<file path="src/rtl/read_arbiter_pkg.sv">
// Shared types and default widths for the two-requester burst read arbiter.
package read_arbiter_pkg;

    localparam int ADDR_W_DEF = 8;
    localparam int LEN_W_DEF  = 4;

    typedef enum logic [1:0] {
        IDLE  = 2'd0,
        GRANT = 2'd1,
        BURST = 2'd2
    } state_t;

endpackage

</file>
<file path="src/rtl/rr_pick.sv">
// Two-way winner select: round-robin on the last-served pointer, or fixed
// priority to requester 0 when READ_ARB_FIXED_PRIO_EN is defined. Purely combinational.
module rr_pick (
    input  logic [1:0] req,
    input  logic       ptr,
    output logic [1:0] win
);

`ifdef READ_ARB_FIXED_PRIO_EN
    logic unused_ptr;
    assign unused_ptr = ptr;

    always_comb begin
        win = 2'b00;
        if (req[0])
            win = 2'b01;
        else if (req[1])
            win = 2'b10;
    end
`else
    // On a tie the requester that was not served last wins.
    always_comb begin
        win = 2'b00;
        case (req)
            2'b01:   win = 2'b01;
            2'b10:   win = 2'b10;
            2'b11:   win = ptr ? 2'b01 : 2'b10;
            default: win = 2'b00;
        endcase
    end
`endif

endmodule

</file>
<file path="src/rtl/read_arbiter.sv">
// Arbitrates two burst read requesters and walks the winner's addresses (GRANT then len+1 BURST beats).
// Optional READ_ARB_FIXED_PRIO_EN makes requester 0 win every tie instead of round-robin.
module read_arbiter
    import read_arbiter_pkg::*;
#(
    parameter int ADDR_W = ADDR_W_DEF,
    parameter int LEN_W  = LEN_W_DEF
) (
    input  logic              clk,
    input  logic              reset,
    input  logic [1:0]        req,
    input  logic [ADDR_W-1:0] base0,
    input  logic [ADDR_W-1:0] base1,
    input  logic [LEN_W-1:0]  len0,
    input  logic [LEN_W-1:0]  len1,
    output logic [1:0]        gnt,
    output logic [ADDR_W-1:0] value,
    output logic              rd_valid,
    output logic [1:0]        done,
    output logic              busy
);

    state_t              state_q, state_d;
    logic [LEN_W-1:0]    beat_q;
    logic [LEN_W-1:0]    len_q;
    logic [ADDR_W-1:0]   base_q;
    logic [ADDR_W-1:0]   value_q;
    logic                win_q;
    logic                ptr_q;
    logic [1:0]          pick_win;
    logic                pick_any;
    logic                last_beat;
    logic                win_req;
    logic [ADDR_W-1:0]   addr;

    rr_pick u_rr_pick (
        .req (req),
        .ptr (ptr_q),
        .win (pick_win)
    );

    assign pick_any  = |pick_win;
    assign win_req   = req[win_q];
    assign last_beat = (beat_q == len_q);
    assign addr      = base_q + ADDR_W'(beat_q);

    always_comb begin
        state_d = state_q;
        case (state_q)
            IDLE:    if (pick_any) state_d = GRANT;
            GRANT:   state_d = BURST;
            // A dropped request still lets the current beat out, then aborts.
            BURST:   if (!win_req || last_beat) state_d = IDLE;
            default: state_d = IDLE;
        endcase
    end

    always_comb begin
        busy     = (state_q != IDLE);
        rd_valid = (state_q == BURST);
        gnt      = 2'b00;
        if (busy)
            gnt = win_q ? 2'b10 : 2'b01;
        value    = rd_valid ? addr : value_q;
        done     = (rd_valid && win_req && last_beat) ? gnt : 2'b00;
    end

    always_ff @(posedge clk or negedge reset) begin
        if (!reset) begin
            state_q <= IDLE;
            beat_q  <= '0;
            len_q   <= '0;
            base_q  <= '0;
            value_q <= '0;
            win_q   <= 1'b0;
            ptr_q   <= 1'b1;
        end else begin
            state_q <= state_d;
            case (state_q)
                IDLE: begin
                    // Pointer moves at grant so the loser wins the next tie.
                    if (pick_any) begin
                        win_q  <= pick_win[1];
                        ptr_q  <= pick_win[1];
                        base_q <= pick_win[1] ? base1 : base0;
                        len_q  <= pick_win[1] ? len1 : len0;
                        beat_q <= '0;
                    end
                end
                GRANT: beat_q <= '0;
                BURST: begin
                    beat_q  <= beat_q + LEN_W'(1);
                    value_q <= addr;
                end
                default: beat_q <= '0;
            endcase
        end
    end

endmodule

</file>
<file path="config.mk">
export PLATFORM = sky130hd
export DESIGN_NAME = read_arbiter
export DESIGN_NICKNAME = d
export VERILOG_FILES = /design/src/rtl/read_arbiter_pkg.sv /design/src/rtl/rr_pick.sv /design/src/rtl/read_arbiter.sv
export SDC_FILE = /design/constraint.sdc
export NUM_CORES = 1
export LEC_CHECK = 0
export CORE_AREA = 2 2 64 66
export DETAILED_ROUTE_END_ITERATION = 6
export DIE_AREA = 0 0 66 68
export GPL_ROUTABILITY_DRIVEN = 0
export GPL_TIMING_DRIVEN = 0
export HOLD_SLACK_MARGIN = 0.06
export PLACE_DENSITY = 0.72
export SLEW_MARGIN = 20
export SYNTH_ARGS = -nofsm -noshare
export SYNTH_HDL_FRONTEND = slang
export SYNTH_SLANG_ARGS = --single-unit
export TNS_END_PERCENT = 5
</file>
<file path="constraint.sdc">
create_clock -name clk -period 1.8 [get_ports clk]
set_input_delay 0.36 -clock clk [delete_from_list [all_inputs] [get_ports clk]]
set_output_delay 0.36 -clock clk [all_outputs]
set_load 0.1 [all_outputs]
</file>
==> impl_results.md, run 1 <==
- Final setup vio count: 15
- Net Count, Synth: 190
- Routed Wire Length: 4100 microns
- Worst R2R Start: beat_q[0]
- Post-Syn Area: ~1600 sq um
- Clock latency on the worst-skew pair: ~280 ps
- Clk root buf: clkbuf_8
- Grt met1 use: a little under a quarter
- CP max stage delay: 480 ps
- CP max stage cell: or4b_1
- Vias: about 1,400
- Critical path endpoint category: output port
- Area grow syn2layout: 57.8%
- Initial core utilization: 40.9%
- Number of synthesized flops with an enable pin: 0
- Failing checks: negative setup slack
- Max Fclk: 395 MHz
- Tcrit/Tclk final: 141%
- Die area: 4490 sq um
- CP Data Required Time: 1440 ps
- Rows: 23
- Register area share after synthesis: 44.5%
- Max_slew headroom: approximately 58%
- Die X: 66 microns
- Worst Reg-to-Reg Cells: 7
- Min-delay worst type: in2async
- Tmin final: 2530 ps
- PortBufs: 41
- Yosys top cell area share: 42.8%
- CP Max Fanout: 2
- Ys flop type: dfrtp_1
- Post-synthesis register bit count: 28
- CTS Buf Count: 3
- Clk_skew: 4.39 ps
- Share of layout cells above drive strength 1: 33.5%
- Mapped Cells: 156
- Synth area leader: dfrtp_1
- Post-route ant nets: 0
- Flop-to-flop setup slack: -70 ps
- Avg Cell Area, Syn: 10.1 sq um
- Post-CTS Hold Buffers: 0
- Critical R2R Capture: value_q[5]
- Final Hold Viols: 0
- Top cells by instance count after synthesis: dfrtp_1, nor2_1, mux2i_1
- Largest net degree at the start of global routing: 29
- Worst-path cell chain: ha_4 -> buf_4 -> a211oi_4 -> nor2_4 -> or4b_1 -> nand3_2 -> buf_12
- Grt peak-use layer: met2
- Area contributors post-synth: dfrtp_1, mux2i_1, nor2_1
- Top-count cell post-synth: dfrtp_1
- Gr usage total: 19.6%
- Crit path DAT: about 2200 ps
- DR WL/cell: 15.6 microns
- TritonCTS clock tree: done
- DRC errors left: 0
- Setup crit start kind: flip-flop
- Core area: just under 4000 sq um
- DR pass1 iterations: 4
- Global-route wire length before repair: 6620 microns
- Vias in the first global route: 1,394
- First-iteration detailed-routing DRC count: 59
- RSZ-0062 raised after global routing: true
- Setup ws final: -734 ps
- Initial antenna violation count: 0
- Crit Path Class: reg2out
- Routing usage on met2: approximately a third
- Worst slack, placed: -1430 ps
- Die Ht: 68 microns
- # diodes: 0
- Nets@finish: 247
- Max Slew Vio Count: 0
- Number of I/O pins: 42
- Via-per-instance ratio: 5.38
- Post-synthesis async set-or-reset flop share: 100%
- Met3 GRT Util: 2.80%
- Synth warnings: 0
- Max-cap violation count: 0
- H-Tree Depth: 1
- Clk sinks: 28
- Aggregate global routing overflow: 0
- DP HPWL: 2790 microns
- CTS clk-pin slew, worst paths: ~100 ps
- Outcome: finished, violations left
- Synth unique cells: 35
- Worst slew pin tran: 635 ps
- Clock Path Buffers: 2
-- flip-flops by register name (all words and copies together), names as in the netlist --
name / cells
state_q: 2
len_q: 4
ptr_q: 1
base_q: 8
value_q: 8
win_q: 1
beat_q: 4
-- cell type report --
| cell class | count | area, sq um |
|---|---|---|
| tap | 50 | 62.6 |
| fill | 315 | 1370 |
| sequential | 28 | 708 |
| inverter | 6 | 26.3 |
| clock inverter | 1 | 30.0 |
| multi-input combinational | 116 | 978 |
| clock buffer | 3 | 41.3 |
| timing repair buffer | 52 | 586 |
| buffer | 6 | 57.6 |
-- kinds of logic after synthesis --
| family | Yosys count | synth area share (%) |
|---|---|---|
| AND/OR/NAND/NOR | 51 | 16.3 |
| AO/OA/AOI/OAI | 36 | 15.5 |
| flip-flops | 28 | 44.5 |
| multiplexers | 15 | 9.52 |
| buffers and inverters | 12 | 4.44 |
| XOR/XNOR | 8 | 4.44 |
| adder cells (fa/ha/maj) | 6 | 5.23 |
-- worst max-delay path by stage --
| stage | end | start |
|---|---|---|
| after floorplan | value[4] | beat_q[0] |
| after global placement | value[4] | beat_q[0] |
| after detailed placement | value[4] | beat_q[0] |
| after CTS | value[4] | beat_q[1] |
| after global routing | value[5] | beat_q[0] |
| final | value[5] | beat_q[0] |
-- repair_timing --
item | 4_1_cts | 5_1_grt
gates cloned | 0 | 0
endpoints found under the setup margin | 18 | 15
pin swaps | 8 | 4
hold endpoints to repair | 0 | 0
setup buffers | 5 | 6
resized for setup | 123 | 9
-- critical path: cells and delay by family, from the launching register on --
kind / cells / cell delay, ps
buffers and inverters: 2 / 320
adder cells (fa/ha/maj): 1 / 170
AO/OA/AOI/OAI: 1 / 280
flip-flops: 1 / 440
AND/OR/NAND/NOR: 3 / 670
-- cells in the final DEF (no fill, tap or decap), types with 3 or more instances in the layout --
cell             instances
mux2i_1                 14
o21ai_4                  3
clkdlybuf4s50_1         26
clkbuf_8                 3
nand2_1                  9
buf_12                   9
ha_4                     4
nor3b_1                  4
xor2_1                   7
dfrtp_1                 22
nor2_1                  18
a21oi_1                 14
buf_6                    6
buf_4                   11
nor2_4                   3
inv_1                    4
nor3_1                   3
dfrtp_2                  5
buf_2                    3
-- layer usage --
metal	part of all wire (%)	vias up
met3	6.0	8
met1	39	671
met5	0	-
met4	2.4	0
met2	52	63
li1	-	667
-- per-stage QoR --
step	util (%)	hold WS (ps)	area (sq um)	setup TNS [ps]	cells
after floorplan	-	64.4	1650	-10130	156
after global placement	55.1	451	2120	-13980	247
after detailed placement	54.9	414	2120	-14440	247
after CTS	62.1	101	2400	-5230	256
after global routing	64.6	133	2490	-6530	262
final	64.6	82.5	2490	-5480	262
Power of run 1 is left out: the tool's default activity adds up to more than one toggle a clock period on the data nets, which glitch-free logic cannot reach.
==> run 2, diff against run 1 <==
--- a/config.mk
+++ b/config.mk
@@ -5,6 +5,7 @@
 export SDC_FILE = /design/constraint.sdc
 export NUM_CORES = 1
 export LEC_CHECK = 0
+export CAP_MARGIN = 20
 export CORE_AREA = 2 2 64 66
 export DETAILED_ROUTE_END_ITERATION = 6
 export DIE_AREA = 0 0 66 68
==> results of run 2 <==
The final DEF is identical to that of run 1; final timing and power are the same.
Power of run 2 is left out for the same reason.
